### src/rtl/mvm_result_drain.sv
// Captures one K-word MVM result burst into a local buffer, tracks its signed
// maximum, and replays the words downstream under a valid/ready handshake.
module mvm_result_drain #(
   parameter int K   = 32,
   parameter int W   = 16,
   parameter int LAT = 2
) (
   input  logic                   i_clk,
   input  logic                   i_reset,
   input  logic                   i_mvm_done,
   input  logic signed [W-1:0]    i_mvm_data,
   output logic                   o_out_valid,
   input  logic                   i_out_ready,
   output logic signed [W-1:0]    o_out_data,
   output logic [$clog2(K)-1:0]   o_out_index,
   output logic                   o_out_last,
   output logic signed [W-1:0]    o_max_data,
   output logic [$clog2(K)-1:0]   o_max_index,
   output logic                   o_max_valid,
   output logic                   o_busy,
   output logic                   o_overrun
);

   localparam int IW        = $clog2(K);
   localparam int CW        = (LAT > 2) ? $clog2(LAT) : 1;
   localparam int WAIT_LOAD = (LAT > 2) ? (LAT - 2) : 0;

   typedef enum logic [1:0] {
      S_IDLE    = 2'd0,
      S_WAIT    = 2'd1,
      S_CAPTURE = 2'd2,
      S_DRAIN   = 2'd3
   } state_t;

   state_t              r_state;
   state_t              w_state_nxt;

   logic [CW-1:0]       r_wait_cnt;
   logic [IW-1:0]       r_cap_idx;
   logic [IW-1:0]       r_out_index;
   logic [IW-1:0]       r_max_index;
   logic signed [W-1:0] r_out_data;
   logic signed [W-1:0] r_max_data;
   logic                r_max_valid;
   logic                r_overrun;
   logic signed [W-1:0] r_buf [K];

   logic                w_cap_last;
   logic                w_cap_enter;
   logic                w_xfer;
   logic                w_last_xfer;
   logic                w_new_max;

   assign w_cap_last  = (r_state == S_CAPTURE) && (r_cap_idx == IW'(K - 1));
   assign w_cap_enter = (w_state_nxt == S_CAPTURE) && (r_state != S_CAPTURE);
   assign w_xfer      = (r_state == S_DRAIN) && i_out_ready;
   assign w_last_xfer = w_xfer && (r_out_index == IW'(K - 1));
   // Strict compare keeps the earlier index on ties; slot 0 always seeds the max.
   assign w_new_max   = (r_cap_idx == '0) || (i_mvm_data > r_max_data);

   // State register
   always_ff @(posedge i_clk) begin
      if (i_reset) begin
         r_state <= S_IDLE;
      end else begin
         r_state <= w_state_nxt;
      end
   end

   // Next-state logic
   always_comb begin
      w_state_nxt = r_state;
      case (r_state)
         S_IDLE: begin
            if (i_mvm_done) begin
               w_state_nxt = (LAT == 1) ? S_CAPTURE : S_WAIT;
            end
         end
         S_WAIT: begin
            if (r_wait_cnt == '0) begin
               w_state_nxt = S_CAPTURE;
            end
         end
         S_CAPTURE: begin
            if (w_cap_last) begin
               w_state_nxt = S_DRAIN;
            end
         end
         S_DRAIN: begin
            if (w_last_xfer) begin
               w_state_nxt = S_IDLE;
            end
         end
         default: w_state_nxt = S_IDLE;
      endcase
   end

   // Output decode
   always_comb begin
      o_out_valid = (r_state == S_DRAIN);
      o_busy      = (r_state != S_IDLE);
      o_out_last  = (r_state == S_DRAIN) && (r_out_index == IW'(K - 1));
   end

   // Control counters and status flags
   always_ff @(posedge i_clk) begin
      if (i_reset) begin
         r_wait_cnt  <= '0;
         r_cap_idx   <= '0;
         r_max_valid <= 1'b0;
         r_overrun   <= 1'b0;
      end else begin
         if ((r_state == S_IDLE) && i_mvm_done) begin
            r_wait_cnt <= CW'(WAIT_LOAD);
         end else if (r_state == S_WAIT) begin
            r_wait_cnt <= r_wait_cnt - CW'(1);
         end

         if (r_state == S_CAPTURE) begin
            r_cap_idx <= r_cap_idx + IW'(1);
         end else begin
            r_cap_idx <= '0;
         end

         if (w_cap_last) begin
            r_max_valid <= 1'b1;
         end else if (w_cap_enter) begin
            r_max_valid <= 1'b0;
         end

         if (i_mvm_done && (r_state != S_IDLE)) begin
            r_overrun <= 1'b1;
         end
      end
   end

   // Result buffer write port
   always_ff @(posedge i_clk) begin
      if (r_state == S_CAPTURE) begin
         r_buf[r_cap_idx] <= i_mvm_data;
      end
   end

   // Running maximum and registered output word
   always_ff @(posedge i_clk) begin
      if (i_reset) begin
         r_max_data  <= '0;
         r_max_index <= '0;
         r_out_data  <= '0;
         r_out_index <= '0;
      end else begin
         if ((r_state == S_CAPTURE) && w_new_max) begin
            r_max_data  <= i_mvm_data;
            r_max_index <= r_cap_idx;
         end

         // buf[0] was written K-1 cycles ago, so it is safe to preload here.
         if (w_cap_last) begin
            r_out_data  <= r_buf[0];
            r_out_index <= '0;
         end else if (w_xfer && !w_last_xfer) begin
            r_out_data  <= r_buf[r_out_index + IW'(1)];
            r_out_index <= r_out_index + IW'(1);
         end
      end
   end

   assign o_out_data  = r_out_data;
   assign o_out_index = r_out_index;
   assign o_max_data  = r_max_data;
   assign o_max_index = r_max_index;
   assign o_max_valid = r_max_valid;
   assign o_overrun   = r_overrun;

endmodule

### config.mk
export PLATFORM = sky130hd
export DESIGN_NAME = mvm_result_drain
export DESIGN_NICKNAME = d
export VERILOG_FILES = /design/src/rtl/mvm_result_drain.sv
export SDC_FILE = /design/constraint.sdc
export NUM_CORES = 1
export LEC_CHECK = 0
export BUFFER_PORTS_ARGS = -buffer_cell sky130_fd_sc_hd__buf_4
export CAP_MARGIN = 20
export CORE_MARGIN = 1.5
export CORE_UTILIZATION = 40
export DETAILED_ROUTE_END_ITERATION = 10
export PLACE_DENSITY = 0.63
export SYNTH_ARGS = -nofsm -noshare
export SYNTH_HDL_FRONTEND = slang
export SYNTH_SLANG_ARGS = --single-unit
### constraint.sdc
create_clock -name i_clk -period 3.3 [get_ports i_clk]
set_clock_uncertainty 0.15 [all_clocks]
set_input_delay 0.33 -clock i_clk [delete_from_list [all_inputs] [get_ports i_clk]]
set_output_delay 0.33 -clock i_clk [all_outputs]
set_load 0.02 [all_outputs]
=== Word-level counts from Yosys, hierarchy flattened ===
Memories as Yosys holds them, arrays and structs flattened.
Cells that the tools add are included.

* Equality and inequality tests: 7
* Reductions and logical operators: 19
* Add/subtract/negate cells: 3
* Bitwise logic cells: 1
* Mux-type cells: 11
* $lt $le $gt $ge: 1

{| class="wikitable"
|+ Operators with widths
! operator !! number
|-
| 16-bit 2-to-1 mux || 2
|-
| 16-bit > comparator || 1
|-
| 5-bit by 1-bit adder with 5-bit output, second input constant || 2
|-
| 5-bit == test, second input constant || 2
|-
| 1-bit logical AND || 9
|-
| 2-bit 2-to-1 mux || 4
|-
| 2-bit case mux with 4 select lines || 1
|-
| 2-bit == test, second input constant || 3
|-
| 2-bit nonzero test || 3
|-
| 2-bit OR reduction || 3
|-
| 5-bit logical NOT || 1
|-
| 1-bit 2-to-1 mux || 4
|-
| 2-bit by 1-bit == test with 1-bit output, second input constant || 1
|-
| 2-bit logical NOT || 1
|-
| 2-bit != test, second input constant || 1
|-
| 1-bit logical NOT || 1
|-
| 1-bit logical OR || 1
|-
| 1-bit NOT || 1
|-
| 1-bit subtractor, second input constant || 1
|}

* Logic and storage cells: 52
* Output and inout bits: 47
* Bits of input ports: 20
* Bits in registers: 52
* Memories: 1
* Memory bits (writable): 512

{| class="wikitable"
|+ Memories
! memory !! depth !! bits a word !! read ports !! clocked after Yosys merged registers in !! write ports !! RTL line !! source
|-
| r_buf || 32 || 16 || 2 || 0 || 1 || 46 || <nowiki>logic signed [W-1:0] r_buf [K];</nowiki>
|}

=== Logic depth before layout (Yosys ltp) ===
* Depth after elaboration: 9
* Gate-level depth with buffers: 11
* Depth with buffers taken out: 8

=== Worst setup path after synthesis ===
Ideal clock, no wire load.

* Kind: reg-to-reg
* Start point: reg r_max_data[1] (netlist: o_max_data[1])
* End point: reg r_max_data[0] (netlist: o_max_data[0])
* Cell stages (with the launch flop): 10
* Library setup time: 0.072 ns
* Setup slack: 0.870 ns
* Path buffers: 1
* Period minus slack after synthesis: 2.430 ns
* Arrival: 2.209 ns
* Data required time: 3.078 ns
* Cell sequence: dfxtp_1 -> inv_1 -> ha_1 -> nor2b_1 -> o211ai_1 -> a2111oi_0 -> or4b_4 -> a21oi_4 -> buf_12 -> mux2i_1

* Longest elaborated chain between the ends: 3

{| class="wikitable"
|+ RTL lines
! element !! RTL line !! source
|-
| start: declaration || 43 || <nowiki>logic signed [W-1:0] r_max_data;</nowiki>
|-
| start signal: assignment || 153 || <nowiki>r_max_data <= i_mvm_data;</nowiki>
|-
| 16-bit > comparator || 59 || <nowiki>assign w_new_max = (r_cap_idx == '0) || (i_mvm_data > r_max_data);</nowiki>
|-
| 1-bit logical OR || 59 ||
|-
| 1-bit logical AND || 152 || <nowiki>if ((r_state == S_CAPTURE) && w_new_max) begin</nowiki>
|}

Every way passes these cells.
A chain may end at the register's enable or synchronous reset.

=== Worst setup path in the final report ===
* Start point: in i_mvm_data[13]
* End point: reg r_max_data[6] (netlist: o_max_data[6])

* Longest elaborated chain between the ends: 3

{| class="wikitable"
|+ RTL lines
! element !! RTL line !! source
|-
| start: declaration || 11 || <nowiki>input logic signed [W-1:0] i_mvm_data,</nowiki>
|-
| 16-bit > comparator || 59 ||
|-
| 1-bit logical OR || 59 ||
|-
| 1-bit logical AND || 152 ||
|}

Every way passes these cells.

==> results_dict.tcl <==
set metrics [dict create \
    boundaryPins 67 \
    critPathArrivalTime_ps 3100 \
    syn_area_um2 22300 \
    power_mw 14.6 \
    layout_commonest_cell "edfxtp_1" \
    tightest_slew_ps 776 \
    wire_per_inst_um 26.1 \
    timing.fmax_mhz 369 \
    synth_top_area_frac 0.689 \
    holdPathStages 2 \
    grt-ovfl-total 0 \
    clockBufferDepth 3 \
    cts_inserted_buffers 55 \
    criticalPathCategory "in -> reg" \
    finalHoldViolCount 0 \
    vdd_drop_max_v 0.000414 \
    gp_congestion 0.849 \
    synthFlopType "edfxtp_1" \
    final_cell_mix "edfxtp_1 (512), nand2_1 (143), mux4_2 (128)" \
    vias_per_cell 5.54 \
    relSlewSlack 0.482 \
    syn2layout_area_growth_pct 15.5 \
    yosys_register_bits 564 \
    reg2reg_slack_ps 620 \
    drt-total-wl_um 56400 \
    n_fill_cell 4784 \
    grt_pass1_vias 11894 \
    ys_warn_count 0 \
    drive_gt1_frac 0.247 \
    rr_endpoint "o_out_data[0]" \
    worst_setup_path_start_kind "input port" \
    grt_pass1_wl_um 82800 \
    reg2regPathDepth 8 \
    yosys-top-cells-area "edfxtp_1 (69%), mux4_2 (13%), dfxtp_1 (4.7%), nand2_1 (2.4%), ha_1 (1.3%)" \
    synth-edff-count 512 \
    synth_cell_type_count 41 \
    async_reset_ff_frac 0 \
    drc 0 \
    syn_avg_cell_area_um2 17.9 \
    fp.dieW_um 239 \
    hold_ws_ps 65.4 \
    cts.sinks 564 \
    power_density_nw_per_um2 566 \
    core-area_um2 55100 \
    cap_violations 0 \
    rsz0062_at_grt "no" \
    critPathCaptureType "register" \
    antenna_found_initial 0 \
    postPlaceCellArea_um2 24000 \
    hp-start "i_reset" \
    clk_latency_ps 620 \
    status "finished, final reports clean" \
    drtIter0Drc 1359 \
    die_h_um 239 \
    slew_viol_final 0 \
    fin_util 0.468 \
    min_to "o_overrun" \
    p_leak_nw 8.29 \
    htreeDepth 2 \
    drt-pass1-iter-count 5 \
    ys_seq_area_frac 0.736 \
    grt_util_all_layers 0.203 \
    initial_core_util 0.405 \
    required_ps 3700 \
    ctsRootBufferMaster "clkbuf_16" \
    die_area_um2 57200 \
    clkSlewWorstSetupHoldPaths_ps 60 \
    grt_max_degree 66 \
    cts_tree "done" \
    synth_top_area_cell "edfxtp_1" \
    finalCritPeriodShare 0.821 \
    setup_viol 0 \
    dp_hpwl_um 34800 \
    rr_startpoint "o_out_index[0]" \
    min_period_ps 2710 \
    vias 11976 \
    hold_class "in -> reg" \
    ctsResizeCount 0 \
    rows 86 \
    synthCells 1244 \
    ant_nets 0 \
    finalInstanceArea_um2 25800 \
    io_buffers 66 \
    nets 1411 \
    synth_fp_nets 1287 \
    cp_max_fo 34 \
    fin_setup_tns_ps 0 \
]
-- cells in the mapped netlist, drive strengths merged, types with 3 or more instances --
library cell  instances
a21oi                18
nand4                20
a22oi                16
mux2i                20
nand3                54
xnor2                 3
ha                   23
o21ai                22
nand3b                4
and2                  3
xor2                  4
or2                   3
a31oi                16
and3                  3
inv                  21
nand2b               43
mux4                128
nor2b                 6
nor2                 48
nand2               143
clkbuf               43
buf                  26
dfxtp                52
edfxtp              512
a21o                  3
-- report_power, final --
part,switching (mW),total [mW],internal (mW)
clock,2.69,6.02,3.33
combinational,0.422,0.690,0.268
sequential,0.0515,7.89,7.84
-- metrics by stage --
step / setup slack (ps) / std cells
final: 591 / 2162
after global routing: 451 / 2161
after CTS: 583 / 2161
after detailed placement: 545 / 2055
after global placement: 594 / 2055
after floorplan: 870 / 1244
-- sequential cells by signal, summed over array words and instances, names as in the netlist --
signal,flops
o_max_data,16
o_max_index,5
o_max_valid,1
o_out_data,16
o_out_index,5
o_overrun,1
r_buf,512
r_cap_idx,5
r_state,2
r_wait_cnt,1
-- per-layer routing --
metal,track usage,vias up,wire length (µm)
met5,0,-,0
met2,0.324,493,27000
met1,0.286,6270,23900
met3,0.0346,84,4020
met4,0.0614,0,1430
li1,-,5129,-
-- layout make-up --
type | instances | area, µm² | share of cell area
Sequential cell | 564 | 16400 | 0.637
Multi-Input combinational cell | 590 | 5530 | 0.214
Clock buffer | 72 | 1440 | 0.0558
Timing Repair Buffer | 136 | 1120 | 0.0434
Tap cell | 748 | 936 | 0.0363
Clock inverter | 30 | 262 | 0.0101
Inverter | 21 | 78.8 | 0.00306
Antenna cell | 1 | 2.50 | 0.0000970
-- worst max path at each step --
stage	endpoint	from	cells after the start	slack, ps
after global routing	o_out_data[0]	o_out_index[0]	8	450
after CTS	o_out_data[0]	o_out_index[0]	8	580
after detailed placement	o_max_data[6]	i_mvm_data[13]	9	550
after floorplan	o_max_data[0]	o_max_data[1]	9	870
final	o_max_data[6]	i_mvm_data[13]	10	590
after global placement	o_out_data[0]	o_out_index[0]	8	590
-- cells by family (layout without fill, tap and decap cells) --
logic type,count (synthesis),in the layout,share of synthesized area
flip-flops,564,564,0.736
other,0,1,0
buffers and inverters,90,259,0.0186
adder cells (fa/ha/maj),23,23,0.0129
AO/OA/AOI/OAI,80,80,0.0221
multiplexers,148,148,0.138
XOR/XNOR,7,7,0.00275
AND/OR/NAND/NOR,332,332,0.0700
-- repair_timing --
item                      CTS  global route
hold endpoints to repair   37             0
hold buffers                4             0
setup buffers               0             0
-- worst max-delay path: stages --
cell and delay [ps]:
dlygate4sd3_1 530, buf_4 340, ha_1 310, a21o_1 160, a21oi_1 150, a21oi_1 100, or4b_4 530, a21oi_4 220
buf_12 210, mux2i_1 210
(Power assumes the default switching activity.)
